File: config.mk
export PLATFORM = sky130hd
export DESIGN_NAME = shift_expander_pipe
export DESIGN_NICKNAME = d
export VERILOG_FILES = /design/src/rtl/shift_pkg.sv /design/src/rtl/shift_pipe_stage.sv /design/src/rtl/shift_expander_pipe.sv
export SDC_FILE = /design/constraint.sdc
export NUM_CORES = 1
export LEC_CHECK = 0
export CORE_MARGIN = 5
export CORE_UTILIZATION = 29
export CTS_CLUSTER_DIAMETER = 100
export DETAILED_ROUTE_END_ITERATION = 10
export REMOVE_ABC_BUFFERS = 1
export SKIP_CTS_REPAIR_TIMING = 1
export SYNTH_ARGS = -nofsm -noshare
export SYNTH_HDL_FRONTEND = slang
export SYNTH_SLANG_ARGS = --single-unit
File: constraint.sdc
create_clock -name clk -period 3.4 [get_ports clk]
set_input_delay 1.02 -clock clk [delete_from_list [all_inputs] [get_ports clk]]
set_output_delay 1.02 -clock clk [all_outputs]
set_load 0.05 [all_outputs]
File: src/rtl/shift_pkg.sv
// Shared types and stage-partitioning helpers for the pipelined shift expander.
package shift_pkg;

    typedef enum logic [1:0] {
        SHIFT_SLL = 2'b00,
        SHIFT_SRL = 2'b01,
        SHIFT_SRA = 2'b10,
        SHIFT_ROL = 2'b11
    } shift_op_e;

    // Mux layers handled by each stage; the last stage takes whatever is left.
    function automatic int layers_per_stage(input int shamt_w, input int pipe_stages);
        return (shamt_w + pipe_stages - 1) / pipe_stages;
    endfunction

    function automatic int stage_first_layer(input int shamt_w, input int pipe_stages,
                                             input int stage);
        int first;
        first = stage * layers_per_stage(shamt_w, pipe_stages);
        return (first < shamt_w) ? first : shamt_w;
    endfunction

    function automatic int stage_num_layers(input int shamt_w, input int pipe_stages,
                                            input int stage);
        int first;
        int lps;
        first = stage_first_layer(shamt_w, pipe_stages, stage);
        lps   = layers_per_stage(shamt_w, pipe_stages);
        return ((shamt_w - first) < lps) ? (shamt_w - first) : lps;
    endfunction

endpackage

File: src/rtl/shift_pipe_stage.sv
// One register stage of the shift network: a run of power-of-two mux layers
// followed by the valid/data/op/shamt/tag registers and elastic ready logic.
module shift_pipe_stage
    import shift_pkg::*;
#(
    parameter int DATA_W      = 32,
    parameter int SHAMT_W     = 7,
    parameter int TAG_W       = 4,
    parameter int FIRST_LAYER = 0,
    parameter int NUM_LAYERS  = 4
) (
    input  logic                  clk,
    input  logic                  rst_n,
    input  logic                  i_flush,
    input  logic                  i_valid,
    output logic                  o_ready,
    input  logic [2*DATA_W-1:0]   i_data,
    input  shift_op_e             i_op,
    input  logic [SHAMT_W-1:0]    i_shamt,
    input  logic [TAG_W-1:0]      i_tag,
    output logic                  o_valid,
    input  logic                  i_ready,
    output logic [2*DATA_W-1:0]   o_data,
    output shift_op_e             o_op,
    output logic [SHAMT_W-1:0]    o_shamt,
    output logic [TAG_W-1:0]      o_tag
);

    localparam int FW = 2 * DATA_W;

    logic [FW-1:0]      w_layer [0:NUM_LAYERS];
    logic               r_valid;
    logic [FW-1:0]      r_data;
    shift_op_e          r_op;
    logic [SHAMT_W-1:0] r_shamt;
    logic [TAG_W-1:0]   r_tag;
    logic               w_ready;

    assign w_layer[0] = i_data;

    generate
        for (genvar gi = 0; gi < NUM_LAYERS; gi++) begin : g_layer
            localparam int AMT = 1 << (FIRST_LAYER + gi);
            // Rotation composes modulo the field width, so layers >= FW rotate by AMT % FW.
            localparam int ROT = AMT % FW;

            logic [FW-1:0] w_in;
            logic [FW-1:0] w_sll;
            logic [FW-1:0] w_srl;
            logic [FW-1:0] w_sra;
            logic [FW-1:0] w_rol;
            logic [FW-1:0] w_sel;

            assign w_in  = w_layer[gi];
            assign w_sll = w_in << AMT;
            assign w_srl = w_in >> AMT;
            assign w_sra = $signed(w_in) >>> AMT;

            if (ROT == 0) begin : g_rol_id
                assign w_rol = w_in;
            end else begin : g_rol_sh
                assign w_rol = (w_in << ROT) | (w_in >> (FW - ROT));
            end

            always_comb begin
                w_sel = w_in;
                case (i_op)
                    SHIFT_SLL: w_sel = w_sll;
                    SHIFT_SRL: w_sel = w_srl;
                    SHIFT_SRA: w_sel = w_sra;
                    SHIFT_ROL: w_sel = w_rol;
                    default:   w_sel = w_in;
                endcase
            end

            assign w_layer[gi+1] = i_shamt[FIRST_LAYER+gi] ? w_sel : w_in;
        end
    endgenerate

    assign w_ready = !r_valid || i_ready;
    assign o_ready = w_ready;

    always_ff @(posedge clk or negedge rst_n) begin
        if (!rst_n) begin
            r_valid <= 1'b0;
            r_data  <= '0;
            r_op    <= SHIFT_SLL;
            r_shamt <= '0;
            r_tag   <= '0;
        end else if (i_flush) begin
            r_valid <= 1'b0;
        end else if (w_ready) begin
            r_valid <= i_valid;
            if (i_valid) begin
                r_data  <= w_layer[NUM_LAYERS];
                r_op    <= i_op;
                r_shamt <= i_shamt;
                r_tag   <= i_tag;
            end
        end
    end

    assign o_valid = r_valid;
    assign o_data  = r_data;
    assign o_op    = r_op;
    assign o_shamt = r_shamt;
    assign o_tag   = r_tag;

endmodule

File: src/rtl/shift_expander_pipe.sv
// Pipelined shift expander: places the operand in a 2*DATA_W field and shifts it
// through PIPE_STAGES elastic stages of log-depth mux layers.
module shift_expander_pipe
    import shift_pkg::*;
#(
    parameter int DATA_W      = 32,
    parameter int SHAMT_W     = $clog2(2 * DATA_W) + 1,
    parameter int PIPE_STAGES = 2,
    parameter int TAG_W       = 4
) (
    input  logic                  clk,
    input  logic                  rst_n,
    input  logic                  flush,
    input  logic                  in_valid,
    output logic                  in_ready,
    input  logic [DATA_W-1:0]     in_data,
    input  logic [SHAMT_W-1:0]    in_shamt,
    input  logic [1:0]            in_op,
    input  logic [TAG_W-1:0]      in_tag,
    output logic                  out_valid,
    input  logic                  out_ready,
    output logic [2*DATA_W-1:0]   out_data,
    output logic [TAG_W-1:0]      out_tag
);

    localparam int FW = 2 * DATA_W;

    logic               w_valid [0:PIPE_STAGES];
    logic               w_ready [0:PIPE_STAGES];
    logic [FW-1:0]      w_data  [0:PIPE_STAGES];
    shift_op_e          w_op    [0:PIPE_STAGES];
    logic [SHAMT_W-1:0] w_shamt [0:PIPE_STAGES];
    logic [TAG_W-1:0]   w_tag   [0:PIPE_STAGES];
    logic               w_unused_tail;

    assign w_op[0]    = shift_op_e'(in_op);
    assign w_valid[0] = in_valid;
    assign w_shamt[0] = in_shamt;
    assign w_tag[0]   = in_tag;

    // Left-going modes start from the low half, right-going modes from the high half.
    assign w_data[0] = (w_op[0] == SHIFT_SLL || w_op[0] == SHIFT_ROL)
                       ? {{DATA_W{1'b0}}, in_data}
                       : {in_data, {DATA_W{1'b0}}};

    assign w_ready[PIPE_STAGES] = out_ready;
    assign in_ready             = w_ready[0];

    generate
        for (genvar gi = 0; gi < PIPE_STAGES; gi++) begin : g_stage
            localparam int FIRST = stage_first_layer(SHAMT_W, PIPE_STAGES, gi);
            localparam int NUM   = stage_num_layers(SHAMT_W, PIPE_STAGES, gi);

            shift_pipe_stage #(
                .DATA_W      (DATA_W),
                .SHAMT_W     (SHAMT_W),
                .TAG_W       (TAG_W),
                .FIRST_LAYER (FIRST),
                .NUM_LAYERS  (NUM)
            ) u_stage (
                .clk     (clk),
                .rst_n   (rst_n),
                .i_flush (flush),
                .i_valid (w_valid[gi]),
                .o_ready (w_ready[gi]),
                .i_data  (w_data[gi]),
                .i_op    (w_op[gi]),
                .i_shamt (w_shamt[gi]),
                .i_tag   (w_tag[gi]),
                .o_valid (w_valid[gi+1]),
                .i_ready (w_ready[gi+1]),
                .o_data  (w_data[gi+1]),
                .o_op    (w_op[gi+1]),
                .o_shamt (w_shamt[gi+1]),
                .o_tag   (w_tag[gi+1])
            );
        end
    endgenerate

    assign out_valid = w_valid[PIPE_STAGES];
    assign out_data  = w_data[PIPE_STAGES];
    assign out_tag   = w_tag[PIPE_STAGES];

    // Op and shamt are fully consumed by the last stage's layers.
    assign w_unused_tail = ^{w_shamt[PIPE_STAGES], w_op[PIPE_STAGES]};

endmodule

==> impl_metrics.json <==
{
  "via_count": 19998,
  "cts_max_level": 4,
  "routed_via_density": 6.119,
  "antenna_left": 0,
  "place_congestion": 1.007,
  "cap_violations": 0,
  "fin_setup_tns_ns": 0,
  "seq_area_frac_synth_pct": 23.56,
  "endpoint": "g_stage[0].u_stage.o_data[11]",
  "worstPathRequired_ns": 3.74,
  "path_common_cell": "buf_4",
  "first_iter_violations": 2504,
  "report.final.slew_viol_count": 0,
  "critical_path.slowest_cell": "a211oi_1",
  "reg2reg_slack_ns": 0.39,
  "io_pins": 120,
  "drc": 0,
  "setup.worst_path.end_class": "register",
  "synth-main-ff-cell": "dfrtp_1",
  "start_util_pct": 29.43,
  "whs_ns": 0.4714,
  "insertion_delay_ns": 0.45,
  "wl_mm": 78.50,
  "grt_first_pass_wirelength_mm": 118.3,
  "synth_edf_count": 0,
  "setup-violations-final": 0,
  "slowest_delay_ns": 0.38,
  "grt_overflow": 0,
  "path_cells": "dlymetal6s2s_1, buf_4, ha_2, or2_4, buf_4, a21oi_1, or3_1, nand2_1, o22a_1, a211oi_1, o21ai_0, o211a_1",
  "rr_endpoint": "g_stage[1].u_stage.o_data[13]",
  "grt_max_degree": 74,
  "power.leakage_nw": 8.568,
  "drt_pre_antenna_iters": 6,
  "synth_top_area_share_pct": 23.56,
  "grt_pass1_vias": 19005,
  "max_clock_freq_mhz": 299.0,
  "rsz0062_at_grt": "false",
  "fin_crit_ns": 3.345,
  "r2r_start": "g_stage[0].u_stage.o_op[1]",
  "final_nets": 2630,
  "synthCells": 2172,
  "ir_worst_vdd_v": 0.0003018,
  "hpwlAfterDp_mm": 59.84,
  "syn_area_per_cell_um2": 6.993,
  "yosys_warnings": 0,
  "relSlewSlack_pct": 36.88,
  "coreArea_um2": 51610,
  "arrival_ns": 3.68,
  "final_util_pct": 41.39,
  "ys_ff_latch": 143,
  "clkSinkCount": 143,
  "critical_path_depth": 12,
  "cts_buffers": 17,
  "async_reset_ff_share_pct": 100.0,
  "fin_skew_ns": 0.01291,
  "cp_max_fo": 8,
  "die-height_um": 238.9,
  "fill_cells": 5302,
  "clockBufferDepth": 2,
  "synth_common_cells": "nand2_1, nor2_1, a21oi_1",
  "ys_types": 93,
  "n_antenna_cell": 0,
  "cts_tree": "yes",
  "rr_worst_depth": 9,
  "hp-class": "register to register",
  "synth_area_leaders": "dfrtp_1, nand2_1, nor2_1, a21oi_1, o21ai_0",
  "crit_path_start": "in_op[1]",
  "areaGrowthSynthToFinish_pct": 40.65,
  "crit_path_start_kind": "primary input",
  "clkTransAtPathRegs_ns": 0.06,
  "period_share_pct": 98.38,
  "netlist_area_um2": 15190,
  "yosysTopAreaCell": "dfrtp_1",
  "antenna_found_initial": 1,
  "critical_path_buf_inv_count": 3,
  "wl_per_cell_um": 24.02,
  "port_buffers": 119,
  "powerDensity_nw_per_um2": 466.9,
  "crit_family": "compound AO/OA/AOI/OAI gates",
  "synthMostInstantiatedCell": "nand2_1",
  "crit_type": "primary input to register",
  "grt.total_usage_pct": 26.24,
  "fp.dieW_um": 238.9,
  "dieArea_um2": 57050,
  "tightest_slew_ns": 0.9468,
  "run_status": "finished clean",
  "finalHoldViolations": 0,
  "drive_gt1_share_pct": 26.85,
  "ctsRootBufferMaster": "clkbuf_16",
  "num_rows": 83
}
how the worst min path moves through the flow:
| stage | start | end | depth (start not counted) |
|---|---|---|---|
| after floorplan | g_stage[0].u_stage.o_tag[0] | g_stage[1].u_stage.o_tag[0] | 2 |
| after global placement | g_stage[0].u_stage.o_tag[2] | g_stage[1].u_stage.o_tag[2] | 2 |
| after detailed placement | g_stage[1].u_stage.o_tag[0] | g_stage[1].u_stage.o_tag[0] | 2 |
| after CTS | g_stage[1].u_stage.o_tag[0] | g_stage[1].u_stage.o_tag[0] | 2 |
| after global routing | g_stage[0].u_stage.o_tag[1] | g_stage[1].u_stage.o_tag[1] | 2 |
| final | g_stage[0].u_stage.o_tag[1] | g_stage[1].u_stage.o_tag[1] | 2 |
placed cells by master, fill, tap and decap left out, types with 18 or more instances in the layout:
| cell | netlist | layout |
|---|---|---|
| a22oi_1 | 24 | 24 |
| nand3_1 | 44 | 44 |
| a31oi_1 | 88 | 85 |
| buf_4 | 6 | 480 |
| a21oi_1 | 195 | 192 |
| mux2_2 | 21 | 21 |
| nand2_1 | 273 | 269 |
| and2_1 | 24 | 24 |
| dfrtp_1 | 143 | 141 |
| o211ai_1 | 54 | 54 |
| nand2b_1 | 42 | 42 |
| inv_1 | 28 | 25 |
| nor2b_1 | 20 | 19 |
| buf_12 | 0 | 21 |
| clkdlybuf4s50_1 | 0 | 112 |
| nor3_1 | 43 | 41 |
| o21ai_1 | 14 | 19 |
| a211oi_1 | 50 | 46 |
| o22ai_1 | 43 | 41 |
| nor2_1 | 266 | 264 |
| a311oi_1 | 31 | 27 |
| clkbuf_16 | 0 | 18 |
| o221ai_1 | 59 | 57 |
| o21ai_0 | 158 | 149 |
worst register-to-register path: stages (launching register included):
cell     delay (ns)
dfrtp_1        0.78
xnor2_2        0.16
mux2_2         0.25
mux2i_1        0.08
nor2_1         0.12
o22a_1         0.18
and3_1         0.79
buf_4          0.32
a21oi_1        0.07
o21ai_0        0.19
flip-flops by register name (all words and copies together), names as in the netlist:
| signal | flops |
|---|---|
| g_stage.u_stage.o_tag | 8 |
| g_stage.u_stage.o_data | 128 |
| g_stage.u_stage.o_shamt | 3 |
| g_stage.u_stage.o_op | 2 |
| g_stage.u_stage.o_valid | 2 |
stage by stage:
step	instances	instance area [µm²]	power (mW)	worst slack [ns]
4_1_cts	3257	20780	9.806	-0.5053
6_report	3268	21360	9.974	0.05521
3_3_place_gp	3225	20120	7.609	-0.9801
5_1_grt	3268	21360	10.49	0.005756
2_1_floorplan	1927	14070	5.291	-2.459
3_5_place_dp	3225	20120	7.656	-0.9776
kinds of logic (layout without fill, tap and decap cells):
family                   count (synthesis)  after routing  synth area share [%]
XOR/XNOR                                 1              1               0.05768
AND/OR/NAND/NOR                        771            771                 22.43
buffers and inverters                  275            690                 8.123
flip-flops                             143            143                 23.56
multiplexers                            28             28                 2.018
adder cells (fa/ha/maj)                  5              5                0.4119
AO/OA/AOI/OAI                          949            950                 43.40
power by group:
part / internal [mW] / switching (mW) / total, mW
Clock: 1.32 / 0.813 / 2.14
Sequential: 2.10 / 0.383 / 2.48
Combinational: 2.07 / 3.29 / 5.36
metal layers:
| layer | up-vias | GRT usage (%) | wire (µm) |
|---|---|---|---|
| met3 | 211 | 4.892 | 7175 |
| met1 | 9659 | 35.88 | 32710 |
| met5 | - | 0 | 0 |
| met2 | 1131 | 40.84 | 35430 |
| met4 | 0 | 10.70 | 3179 |
| li1 | 8997 | - | - |
layout make-up:
| type | instances | area, µm² | share of cell area [%] |
|---|---|---|---|
| repair buffers | 628 | 5335 | 24.98 |
| flip-flops and latches | 143 | 3581 | 16.76 |
| inverters | 30 | 116.4 | 0.5447 |
| well taps | 680 | 850.8 | 3.983 |
| clock inverters | 13 | 211.5 | 0.9899 |
| clock buffers | 19 | 442.9 | 2.073 |
| multi-input cells | 1755 | 10820 | 50.67 |
(Power assumes the default switching activity.)
